===== config.mk =====
export PLATFORM = sky130hd
export DESIGN_NAME = seq_detect_ctrl
export DESIGN_NICKNAME = d
export VERILOG_FILES = /design/src/rtl/seq_detect_ctrl.sv
export SDC_FILE = /design/constraint.sdc
export NUM_CORES = 1
export LEC_CHECK = 0
export CORE_MARGIN = 1.5
export CORE_UTILIZATION = 52
export CTS_CLUSTER_DIAMETER = 200
export DETAILED_ROUTE_END_ITERATION = 12
export PLACE_DENSITY = 0.79
export SETUP_SLACK_MARGIN = 0.2
export SYNTH_ARGS = -nofsm -noshare
export SYNTH_HDL_FRONTEND = slang
export SYNTH_SLANG_ARGS = --single-unit

===== constraint.sdc =====
create_clock -name clk -period 3 [get_ports clk]
set_clock_uncertainty 0.15 [all_clocks]
set_input_delay 0.45 -clock clk [delete_from_list [all_inputs] [get_ports clk]]
set_output_delay 0.45 -clock clk [all_outputs]
set_load 0.02 [all_outputs]

===== src/rtl/seq_detect_ctrl.sv =====
// Frame controller: serializes valid/ready words MSB-first into a programmable pattern matcher (SEQ_DETECT_CTRL_OVERLAP_EN enables overlapping matches).
// Latency: a word's MSB is scanned one cycle after acceptance; match_pulse/match_count are registered; done follows the last bit by two edges.
// Backpressure: in_ready is high in IDLE or on a non-last word's final bit, and never depends on in_valid.
module seq_detect_ctrl #(
  parameter int DATA_W = 8,
  parameter int PAT_W  = 4,
  parameter int CNT_W  = 8,
  parameter int LEN_W  = 3
) (
  input  logic              clk,
  input  logic              reset_n,
  input  logic [PAT_W-1:0]  cfg_pattern,
  input  logic [LEN_W-1:0]  cfg_len,
  input  logic              cfg_load,
  input  logic [DATA_W-1:0] in_data,
  input  logic              in_valid,
  input  logic              in_last,
  output logic              in_ready,
  output logic              match_pulse,
  output logic [CNT_W-1:0]  match_count,
  output logic              busy,
  output logic              done
);

  localparam int BC_W = (DATA_W > 1) ? $clog2(DATA_W) : 1;
  localparam logic [BC_W-1:0]  BIT_LAST = BC_W'(DATA_W - 1);
  localparam logic [LEN_W-1:0] LEN_MAX  = LEN_W'(PAT_W);
  localparam logic [CNT_W-1:0] CNT_MAX  = '1;
`ifdef SEQ_DETECT_CTRL_OVERLAP_EN
  localparam bit OVERLAP = 1'b1;
`else
  localparam bit OVERLAP = 1'b0;
`endif

  typedef enum logic [1:0] {IDLE, SHIFT, DONE} state_t;

  state_t             state_q, state_d;
  logic [DATA_W-1:0]  word_q, word_d;
  logic               last_q, last_d;
  logic [BC_W-1:0]    bit_cnt_q, bit_cnt_d;
  logic [PAT_W-1:0]   hist_q, hist_d;
  logic [LEN_W-1:0]   vcnt_q, vcnt_d;
  logic [PAT_W-1:0]   pat_q, pat_d;
  logic [LEN_W-1:0]   len_q, len_d;
  logic               pulse_q, pulse_d;
  logic [CNT_W-1:0]   cnt_q, cnt_d;
  logic               done_q, done_d;

  logic [PAT_W-1:0]   len_mask;
  logic [PAT_W-1:0]   hist_shift;
  logic [LEN_W-1:0]   vcnt_inc;
  logic               hit;
  logic               accept;

  always_comb begin
    len_mask = '0;
    for (int i = 0; i < PAT_W; i++) begin
      len_mask[i] = (i < int'(len_q));
    end
  end

  // Match is judged on the history as it will look after this cycle's shift.
  always_comb begin
    hist_shift = (hist_q << 1) | PAT_W'(word_q[DATA_W-1]);
    vcnt_inc   = (vcnt_q == LEN_MAX) ? vcnt_q : vcnt_q + 1'b1;
    hit        = (((hist_shift ^ pat_q) & len_mask) == '0) && (vcnt_inc >= len_q);
    in_ready   = (state_q == IDLE) ||
                 ((state_q == SHIFT) && (bit_cnt_q == BIT_LAST) && !last_q);
    accept     = in_valid && in_ready;
  end

  always_comb begin
    state_d   = state_q;
    word_d    = word_q;
    last_d    = last_q;
    bit_cnt_d = bit_cnt_q;
    hist_d    = hist_q;
    vcnt_d    = vcnt_q;
    pat_d     = pat_q;
    len_d     = len_q;
    pulse_d   = 1'b0;
    cnt_d     = cnt_q;
    done_d    = (state_q == DONE);

    case (state_q)
      IDLE: begin
        if (cfg_load) begin
          pat_d = cfg_pattern;
          if (cfg_len == '0)          len_d = LEN_W'(1);
          else if (cfg_len > LEN_MAX) len_d = LEN_MAX;
          else                        len_d = cfg_len;
        end
        if (accept) begin
          word_d    = in_data;
          last_d    = in_last;
          bit_cnt_d = '0;
          hist_d    = '0;
          vcnt_d    = '0;
          cnt_d     = '0;
          state_d   = SHIFT;
        end
      end
      SHIFT: begin
        hist_d    = hist_shift;
        vcnt_d    = (hit && !OVERLAP) ? '0 : vcnt_inc;
        pulse_d   = hit;
        if (hit && cnt_q != CNT_MAX) cnt_d = cnt_q + 1'b1;
        word_d    = word_q << 1;
        bit_cnt_d = bit_cnt_q + 1'b1;
        if (bit_cnt_q == BIT_LAST) begin
          if (accept) begin
            word_d    = in_data;
            last_d    = in_last;
            bit_cnt_d = '0;
          end else if (last_q) begin
            state_d = DONE;
          end else begin
            // Frame abandoned without a last word: the next word starts fresh.
            hist_d  = '0;
            vcnt_d  = '0;
            state_d = IDLE;
          end
        end
      end
      DONE: begin
        state_d = IDLE;
      end
      default: begin
        state_d = IDLE;
      end
    endcase
  end

  always_ff @(posedge clk or negedge reset_n) begin
    if (!reset_n) begin
      state_q   <= IDLE;
      word_q    <= '0;
      last_q    <= 1'b0;
      bit_cnt_q <= '0;
      hist_q    <= '0;
      vcnt_q    <= '0;
      pat_q     <= '0;
      len_q     <= LEN_W'(1);
      pulse_q   <= 1'b0;
      cnt_q     <= '0;
      done_q    <= 1'b0;
    end else begin
      state_q   <= state_d;
      word_q    <= word_d;
      last_q    <= last_d;
      bit_cnt_q <= bit_cnt_d;
      hist_q    <= hist_d;
      vcnt_q    <= vcnt_d;
      pat_q     <= pat_d;
      len_q     <= len_d;
      pulse_q   <= pulse_d;
      cnt_q     <= cnt_d;
      done_q    <= done_d;
    end
  end

  assign match_pulse = pulse_q;
  assign match_count = cnt_q;
  assign busy        = (state_q != IDLE);
  assign done        = done_q;

endmodule


# Yosys cells after proc, flatten, opt, wreduce, memory -nomap -nowiden
# Index checks and enable logic that the tools add are counted.
# totals
mem_count	0
in_bits	20
romBits	0
latchBits	0
out_inout_bits	12
mem_bits_rw	0
ff_bits	37
word_cells	82
# classes
n_shift	0
reduce_logical	17
mux	33
n_mul	0
addsub	3
bitwise_logic	3
order_cmp	6
div	0
n_eq_ne	9
# ops
cell	n
2-to-1 mux 3 bit	14
2-to-1 mux 8 bit	5
one-hot mux 8 bit (2 select lines)	2
one-hot mux 3 bit (2 select lines)	3
adder 8 x 1 -> 8 bit (second input constant)	1
2-to-1 mux 2 bit	4
!= test 8 bit (second input constant)	1
adder 3 x 1 -> 3 bit (second input constant)	2
== test 3 bit (second input constant)	2
< comparator 1 x 3 -> 1 bit (first input constant)	2
< comparator 2 x 3 -> 1 bit (first input constant)	2
AND reduction 2 bit	3
AND reduction 3 bit	2
logical AND 1 bit	5
bitwise AND 4 bit	1
zero test 4 bit	1
!= test 2 x 1 -> 1 bit (second input constant)	2
!= test 2 bit (second input constant)	2
OR 4 x 1 -> 4 bit	1
one-hot mux 2 bit (2 select lines)	1
nonzero test 2 bit	2
bitwise XOR 4 bit	1
greater-or-equal comparator 3 bit	1
> comparator 3 bit (second input constant)	1
other kinds (8)	10

# Depth between registers and ports, before layout
# Gate-level depths: netlist of run 1.
# depth
word_depth	10
mapped_depth	11
depth_no_buf	10

# Worst setup path before layout of run 1
# No wires, ideal clock.
# synth_path
path_type	reg-to-reg
from	register vcnt_q[0]
to	register cnt_q[5], in the netlist match_count[5]
synth_period_minus_slack_ns	2.378
arrival_ns	2.151
path_slack_ns	0.622
n_path_buf	1
setup_time_ns	0.077
path_stages_with_launch	12
required_ns	2.773
cell_sequence	dfrtp_1 -> inv_1 -> ha_1 -> nand2_1 -> xnor2_1 -> ha_1 -> nor2b_1 -> o21ai_1 -> o21ai_0 -> clkbuf_1 -> or4_1 -> a21oi_1
# synth_via
elab_chain_len	7
word_cells_on_any_way	8
classes_between	add/sub: 1; order compare: 1; eq/ne: 2; mux: 1; reduce/logical: 3
# synth_rtl
element	line	text
start, declared	42	logic [LEN_W-1:0] vcnt_q, vcnt_d;
start signal, assigned	153	vcnt_q <= vcnt_d;
adder 3 x 1 -> 3 bit / == test 3 bit (equally long branches)	65	vcnt_inc = (vcnt_q == LEN_MAX) ? vcnt_q : vcnt_q + 1'b1;
2-to-1 mux 3 bit *	65	
greater-or-equal comparator 3 bit *	66	hit = (((hist_shift ^ pat_q) & len_mask) == '0) && (vcnt_inc >= len_q);
logical AND 1 bit *	66	
logical AND 1 bit *	107	if (hit && cnt_q != CNT_MAX) cnt_d = cnt_q + 1'b1;
!= test 2 x 1 -> 1 bit (no line) *	n/a	
AND reduction 3 bit (no line) *	n/a	
end signal, assigned	157	cnt_q <= cnt_d;
end, declared	46	logic [CNT_W-1:0] cnt_q, cnt_d;
# Mark *: on every way between the ends. The rest lies on a longest branch, timed or not.
# A chain may end at the register's enable or synchronous reset.

# Worst setup path in the final report of run 1
# layout_path
from	register vcnt_q[0]
to	register cnt_q[4], in the netlist match_count[4]
# The elaborated chain is that of the path after synthesis.

==> results.md, run 1 <==
- Final WL: about 3.7 mm
- Yosys reg bits: 37
- Clk_lat worst skew: about 0.34 ns
- CTS Root Cell: clkbuf_4
- Worst Tran Pin Value: 0.578 ns
- P_leak: approximately 1.1 nW
- Required @ worst endpoint: 3.11 ns
- Startpoint Class: flop
- Post-synth EDFFs: 0
- Die area: between 3000 and 4000 um^2
- Pre-CTS setup slack: ~0.31 ns
- Total global routing overflow: 0
- Diode count: 0
- Top cells by area, synth: dfrtp_1, mux2i_1, ha_1
- Initial antenna violation count: 0
- Routed wire per std cell: roughly 14 um
- # hold bufs at CTS: 0
- Setup bufs post-CTS: 0
- Max-Cap Viols: 0
- Clk slew on worst S/H paths: ~0.12 ns
- Most common cell in the netlist: dfrtp_1
- Run status: complete, no violations
- Gr usage total: 0.203
- CTS tree: yes
- DRC: 0
- Pins Over Slew Limit: 0
- Largest net degree at the start of global routing: 38
- Max FO, Critical Path: 11
- Die height: 62.6 um
- Final hold viol count: 0
- Setup WS post-layout: approximately 0.44 ns
- Number of global-route vias before repair: about 1400
- Slew headroom: 0.615
- Setup crit end kind: flop
- Peak Freq: ~400 MHz
- TNS Setup: 0 ns
- FILL cells: roughly 290
- Mean Syn Cell Area: 10.4 um^2
- Peak supply drop: between 700 and 800 uV
- TritonCTS Sinks: 37
- PD cells: ~1000 nW/um^2
- Synth top area share: 0.487
- Period utilization: 0.854
- HP Class: reg2reg
- Input/output buffers: 31
- Synth Warn #: 0
- Num CTS Buffers: 5
- Htree depth: 2
- Dpl cells: ~250
- Final HPWL DP: ~2.6 mm
- Iteration-0 DRC Markers: 76
- Post-synth cell types: 33
- RSZ-0062 raised after global routing: no
- WS Path Type: reg2reg
- Core area: 3360 um^2
- Post-Syn Area: 1850 um^2
- Remaining antenna violation count: 0
- Min cycle time layout: 2.56 ns
- Synth cell count leaders: dfrtp_1, nand2_1, mux2i_1, nor2_1, o21ai_0
- Starting Density: 0.550
- Crit path DAT: 2.68 ns
- Detailed Routing Iterations Pass 1: 4
- Gp weighted congestion: 0.817
- Post-synth top flop: dfrtp_1
- Chip width: between 60 and 70 um
- Post-route insts no fill: 260
- Global-route wire length before repair: approximately 6.3 mm
- Share of cells above drive strength 1: 0.107
- Post-synthesis async set-or-reset flop share: 1.00
- I/O pin cnt: 32
- Vias: 1415
- Final setup viols: 0
- Nets: 241
- Syn Nets: 206
- Max clock buf depth: 2
- Row count: 21
- Area grow syn2layout: 25.5%
- Yosys top cell by area: dfrtp_1
- Syn Inst Count: 178
- Vias/cell: around 5.4
- Register area share after synthesis: 0.501
==> path summary, 6_finish.rpt <==
kind                            cells after the start             end       from  slack (ns)
worst min register to register                      2       word_q[0]  word_q[0]        0.34
worst min-delay path                                2       word_q[0]  word_q[0]        0.34
min in group asynchronous                           2       vcnt_q[0]    reset_n        0.37
max in group asynchronous                           2        len_q[0]    reset_n        1.98
worst max register to register                     10  match_count[4]  vcnt_q[0]        0.44
worst max-delay path                               10  match_count[4]  vcnt_q[0]        0.44
==> repair_timing <==
action	4_1_cts	5_1_grt
gates resized for setup	0	3
endpoints found under the setup margin	0	7
endpoints found under the hold margin	0	0
==> sequential cells by signal, indices dropped and copies added, names as in the netlist, 2 cells and up <==
signal       cells
len_q            3
bit_cnt_q        3
vcnt_q           3
hist_q           3
match_count      8
state_q          2
pat_q            4
word_q           8
==> metrics by stage <==
step           cell area, um^2  power, mW   util  hold WS [ns]
2_1_floorplan             1850       1.67      -       0.00441
3_3_place_gp              2210       1.91  0.658         0.312
3_5_place_dp              2210       1.98  0.658         0.318
4_1_cts                   2310       2.42  0.688         0.343
5_1_grt                   2320       2.60  0.690         0.386
6_report                  2320       2.41  0.690         0.339
==> worst max-delay path, cell delays in order (launching register included) <==
cell and delay [ns]:
dfrtp_1 0.44, inv_1 0.08, ha_1 0.17, nand2_1 0.07, xnor2_1 0.15, ha_1 0.28, nor2b_1 0.04, o21ai_1 0.24
o21ai_2 0.20, or4_1 0.50, a21oi_1 0.16
==> per-layer routing <==
metal  vias up  wire, um  global-route usage
met5         -         0                   0
met3         4       187              0.0631
li1        697         -                   -
met1       680      1520               0.234
met4         0        27              0.0583
met2        34      1920               0.363
==> final cells by class <==
type                       count  area [um^2]  share of cell area
multi-input combinational    130          883               0.381
clock inverter                 3         65.1              0.0280
timing repair buffer          33          328               0.141
tap                           46         57.6              0.0248
inverter                       6         22.5             0.00970
sequential                    37          927               0.399
clock buffer                   5         37.5              0.0162
==> layout by cell type (no fill, tap or decap), types with 4 or more instances in the layout <==
| cell type | instances |
|---|---|
| mux2_2 | 7 |
| o21ai_0 | 9 |
| clkdlybuf4s50_1 | 30 |
| nor2b_1 | 5 |
| a21oi_1 | 7 |
| nand3_1 | 6 |
| ha_1 | 8 |
| a22o_1 | 5 |
| o31ai_1 | 6 |
| nand2_1 | 26 |
| dfrtp_1 | 36 |
| clkbuf_4 | 5 |
| mux2i_1 | 11 |
| or4_1 | 4 |
| nor2_1 | 11 |
| inv_1 | 6 |
==> where the power goes <==
part	switching [mW]	internal (mW)	total (mW)
Clock	0.164	0.258	0.422
Sequential	0.177	0.703	0.880
Combinational	0.600	0.509	1.11
==> logic make-up (layout without fill, tap and decap cells) <==
family / Yosys count / in the layout / synth area share
and+or+nand+nor: 62 / 62 / 0.158
buffers and inverters: 11 / 47 / 0.0230
DFF: 37 / 37 / 0.501
adders and majority gates: 8 / 8 / 0.0541
AOI/OAI and AO/OA: 37 / 37 / 0.137
xor gates and xnor gates: 5 / 5 / 0.0237
muxes: 18 / 18 / 0.102
Power figures use the tool's default switching activity.
==> run 2: changes to the inputs <==
--- a/config.mk
+++ b/config.mk
@@ -10,7 +10,7 @@
 export CTS_CLUSTER_DIAMETER = 200
 export DETAILED_ROUTE_END_ITERATION = 12
 export PLACE_DENSITY = 0.79
-export SETUP_SLACK_MARGIN = 0.2
+export SETUP_SLACK_MARGIN = 0.02
 export SYNTH_ARGS = -nofsm -noshare
 export SYNTH_HDL_FRONTEND = slang
 export SYNTH_SLANG_ARGS = --single-unit
==> run 2 against run 1 <==
Compared with the run above:
- combinational power is essentially flat
- power decreased by 0.46%
- non-clock buffer count is the same
- via count increased by 0.35%
- sequential share of layout area rose by 0.11 points
- hold slack hardly changed
- critical path type is now reg2out
- critical endpoint is now in_ready
- largest cell class unchanged
==> results.md, run 2 (synthesis gave the netlist of run 1 again) <==
- Pins Over Slew Limit: 0
- P_leak: around 1.0 nW
- Dpl cells: around 250
- Max-Cap Viols: 0
- Peak Freq: ~370 MHz
- Area grow syn2layout: 25.2%
- Die area: 3920 um^2
- Required @ worst endpoint: about 2.4 ns
- HP Start: word_q[0]
- Power Total: 2.40 mW
- Core area: roughly 3400 um^2
- Total global routing overflow: 0
- Iteration-0 DRC Markers: 74
- FILL cells: 289
- Most frequent cells in the layout: dfrtp_1, clkdlybuf4s50_1, nand2_1
- Worst setup path start: bit_cnt_q[0]
- Number of global-route vias before repair: 1372
- Setup bufs post-CTS: 0
- Routed wire per std cell: 14.0 um
- Min cycle time layout: 2.71 ns
- CTS tree: yes
- TNS Setup: 0 ns
- PD cells: 1040 nW/um^2
- Startpoint Class: flop
- CTS Root Cell: clkbuf_4
- Num CTS Buffers: 5
- Setup crit end kind: output pin
- Max FO, Critical Path: 3
- Fin area: about 2300 um^2
- Diode count: 0
- Max clock buf depth: 2
- Detailed Routing Iterations Pass 1: 4
- Run status: complete, no violations
- Initial antenna violation count: 0
- Remaining antenna violation count: 0
- Peak supply drop: ~750 uV
- Final hold viol count: 0
- Final HPWL DP: 2.58 mm
- HP Class: reg2reg
- Largest net degree at the start of global routing: 38
- Row count: 21
- Vias/cell: 5.46
- Htree depth: 2
- Final setup viols: 0
- Slew headroom: 0.553
- Worst Tran Pin Value: 0.667 ns
- Final WL: 3.63 mm
- Starting Density: 0.550
- Input/output buffers: 31
- Chip width: between 60 and 70 um
- Nets: 241
- Gr usage total: 0.203
- Clk slew on worst S/H paths: 0.12 ns
- Placed inst area: 2210 um^2
- TritonCTS Sinks: 37
- Period utilization: 0.903
- Post-route insts no fill: 260
- WS Path Type: reg2out
- Crit path DAT: 2.11 ns
- Vias: between 1000 and 1500
- Clk_lat worst skew: 0.34 ns
- Die height: 62.6 um
- I/O pin cnt: 32
- Most common cell after layout, fill and taps aside: dfrtp_1
- Worst R2R Start: vcnt_q[0]
- RSZ-0062 raised after global routing: no
- DRC: 0
- Gp weighted congestion: roughly 0.8
- Share of cells above drive strength 1: 0.103
- Global-route wire length before repair: 6.29 mm
run 2: cell types whose count changed in the layout (fill, tap and decap cells not counted):
cell and change:
dlymetal6s2s_1 -1, o21ai_1 +1, clkdlybuf4s50_1 +1, o21ai_2 -1
run 2: worst max-delay path, stage by stage, from the launching register on:
cell,delay [ns]
dfrtp_1,0.38
ha_1,0.15
ha_1,0.18
nand2b_1,0.08
a21oi_1,0.31
clkdlybuf4s50_1,0.68
run 2: timing repair:
item / 4_1_cts / 5_1_grt
gates resized for setup: 0 / 1
hold endpoints to repair: 0 / 0
setup endpoints to repair: 0 / 4
hold buffers: 0 / 0
run 2: power breakdown:
| part | switching [mW] | internal (mW) | total, mW |
|---|---|---|---|
| sequential | 0.176 | 0.703 | 0.879 |
| combinational | 0.592 | 0.506 | 1.10 |
| clock | 0.166 | 0.258 | 0.424 |
run 2: path summary, 6_finish.rpt:
| check | end | slack (ns) | cells past startpoint |
|---|---|---|---|
| min in group asynchronous | match_pulse | 0.37 | 2 |
| worst min register to register | word_q[0] | 0.34 | 2 |
| worst max register to register | match_count[4] | 0.35 | 10 |
| worst min-delay path | word_q[0] | 0.34 | 2 |
| worst max-delay path | in_ready | 0.29 | 5 |
| max in group asynchronous | len_q[0] | 1.99 | 2 |
run 2: area by class of cell:
class	instances	area, um^2	area share
flip-flops and latches	37	927	0.401
repair buffers	33	325	0.141
multi-input cells	130	880	0.380
clock inverters	3	65.1	0.0281
inverters	6	22.5	0.00973
clock buffers	5	37.5	0.0162
well taps	46	57.6	0.0249
run 2: layer usage:
metal,wire length (um),global-route usage
met1,1500,0.234
met2,1870,0.363
met3,205,0.0631
met4,47,0.0583
met5,0,0
run 2: per-stage QoR:
step                      hold WS, ns  utilization  setup slack (ns)
final                           0.338        0.688             0.291
after global routing            0.386        0.688             0.131
after CTS                       0.343        0.688             0.208
after detailed placement        0.318        0.658             0.305
after global placement          0.312        0.658             0.442
after floorplan               0.00441            -             0.622
==> run 3: changes to the inputs <==
--- a/config.mk
+++ b/config.mk
@@ -5,11 +5,13 @@
 export SDC_FILE = /design/constraint.sdc
 export NUM_CORES = 1
 export LEC_CHECK = 0
+export ABC_CLOCK_PERIOD_IN_PS = 3000
 export CORE_MARGIN = 1.5
-export CORE_UTILIZATION = 52
+export CORE_UTILIZATION = 62
 export CTS_CLUSTER_DIAMETER = 200
 export DETAILED_ROUTE_END_ITERATION = 12
-export PLACE_DENSITY = 0.79
+export DONT_BUFFER_PORTS = 1
+export PLACE_DENSITY = 0.78
 export SETUP_SLACK_MARGIN = 0.02
 export SYNTH_ARGS = -nofsm -noshare
 export SYNTH_HDL_FRONTEND = slang
==> run 3 against run 2 <==
Compared with the run above:
- register-to-register slack gained 0.06 ns
- wire length decreased by 7.6%
- critical path type is now reg2reg
- count of clock-buffer cells in the layout is 1 higher
- critical path depth grew 5
- die area is 15% lower
- setup slack improved by 0.12 ns
- via count shrank 8.1%
==> results.md, run 3 (synthesis gave the netlist of run 1 again) <==
- Run status: complete, no violations
- Crit path DAT: 2.71 ns
- TritonCTS Sinks: 37
- Vias: 1305
- Gp weighted congestion: roughly 0.8
- Fin area: 2000 um^2
- Core area: 2780 um^2
- Final setup viols: 0
- Reg-to-reg critical path endpoint: match_count[4]
- Share of cells above drive strength 1: 0.114
- Die area: 3320 um^2
- Power Total: ~2.2 mW
- Largest net degree at the start of global routing: 38
- Most frequent cells in the layout: dfrtp_1, nand2_1, nor2_1, mux2i_1, o21ai_0
- Reg2reg setup slack: a little over 0.4 ns
- Worst Tran Pin Value: 0.690 ns
- Crit path cell chain: inv_1 -> ha_1 -> nand2_1 -> xnor2_1 -> ha_1 -> nor2b_1 -> o21ai_1 -> o21ai_1 -> or4_1 -> a21oi_1
- Startpoint Class: flop
- Htree depth: 2
- Final WL: 3.35 mm
- WS Path Type: reg2reg
- Chip width: between 50 and 60 um
- Period utilization: 0.864
- Peak supply drop: 734 uV
- Worst R2R Start: vcnt_q[0]
- Hold path depth: 2
- DRC: 0
- Peak Freq: 386 MHz
- HP Class: in2reg
- Number of global-route vias before repair: roughly 1300
- FILL cells: 205
- Pins Over Slew Limit: 0
- Num CTS Buffers: 5
- Remaining antenna violation count: 0
- Buf/Inv on CP: 1
- Pre-CTS setup slack: 0.263 ns
- Final core occ: 0.717
- Final HPWL DP: 2.49 mm
- M1 GR Usage: 0.262
- Critical-path top delay cell: or4_1
- Iteration-0 DRC Markers: 38
- Slew headroom: 0.539
- Setup bufs post-CTS: 0
- I/O pin cnt: 32
- CP top delay family: simple AND/OR/NAND/NOR gates
- Gr usage total: 0.232
- TNS Setup: 0 ns
- Most common cell after layout, fill and taps aside: dfrtp_1
- Die height: 57.6 um
- Required @ worst endpoint: roughly 3.1 ns
- Placed inst area: 1880 um^2
- Max clock buf depth: 2
- Global-route wire length before repair: 5.77 mm
- Min cycle time layout: 2.59 ns
- Hold EP: word_q[0]
- Row count: 19
- Met3 GRT Util: 0.0804
- Final hold viol count: 0
- FF/Latch Area: 927 um^2
- Routed wire per std cell: around 16 um
- CTS Root Cell: clkbuf_4
- Nets: 212
- Multi-input gate area: 880 um^2
- Slowest stage delay, CP: 0.55 ns
- HP Start: in_data[0]
- Diode count: 0
- Area grow syn2layout: 7.92%
- Met2 usage: 0.398
- Initial antenna violation count: 0
- Max-Cap Viols: 0
- GRT busiest layer: met2
- Setup crit end kind: flop
- RSZ-0062 raised after global routing: no
- Setup WS post-layout: approximately 0.41 ns
- PD cells: roughly 1100 nW/um^2
- R2R depth: 10
- Clk_lat worst skew: 0.34 ns
- Clk slew on worst S/H paths: 0.11 ns
- CTS tree: yes
- Total global routing overflow: 0
- Starting Density: 0.665
- Max FO, Critical Path: 11
- Input/output buffers: 0
- Detailed Routing Iterations Pass 1: 4
- P_leak: 0.919 nW
- Vias/cell: 6.04
## run 3: metrics by stage
stage | cells | hold slack [ns]
4_1_cts | 215 | 0.00198
6_report | 216 | 0.0852
2_1_floorplan | 178 | 0.00441
3_3_place_gp | 205 | 0.00534
5_1_grt | 216 | 0.0716
3_5_place_dp | 205 | 0.00524
## run 3: routing by layer
metal,wire length [um],up-vias,share of wire
met4,37,0,0.011
met2,1750,31,0.52
met5,0,-,0
met1,1410,625,0.42
li1,-,643,-
met3,159,6,0.047
## run 3: final cells by class
class | instances | area share
Tap cell | 31 | 0.0194
Multi-Input combinational cell | 130 | 0.441
Clock buffer | 6 | 0.0207
Clock inverter | 2 | 0.0194
Inverter | 6 | 0.0113
Timing Repair Buffer | 4 | 0.0238
Sequential cell | 37 | 0.465
## run 3: report_power, final
part,internal [mW],leakage [nW],switching [mW]
clock network,0.177,0.0424,0.164
registers,0.703,0.467,0.209
logic,0.428,0.410,0.539
total,1.31,0.919,0.911
## run 3: worst max path at each step
stage,from,cells after the start,end,slack [ns]
floorplan,vcnt_q[0],11,match_count[5],0.62
global placement,vcnt_q[0],10,match_count[5],0.45
detailed placement,vcnt_q[0],10,match_count[4],0.26
CTS,vcnt_q[0],10,match_count[4],0.24
global route,vcnt_q[0],10,match_count[6],0.10
finish,vcnt_q[0],10,match_count[4],0.41
## run 3: repair_timing
action                                  4_1_cts  5_1_grt
gates resized for setup                       0        1
endpoints found under the setup margin        0        3
endpoints found under the hold margin        37        1
hold buffers                                  2        1
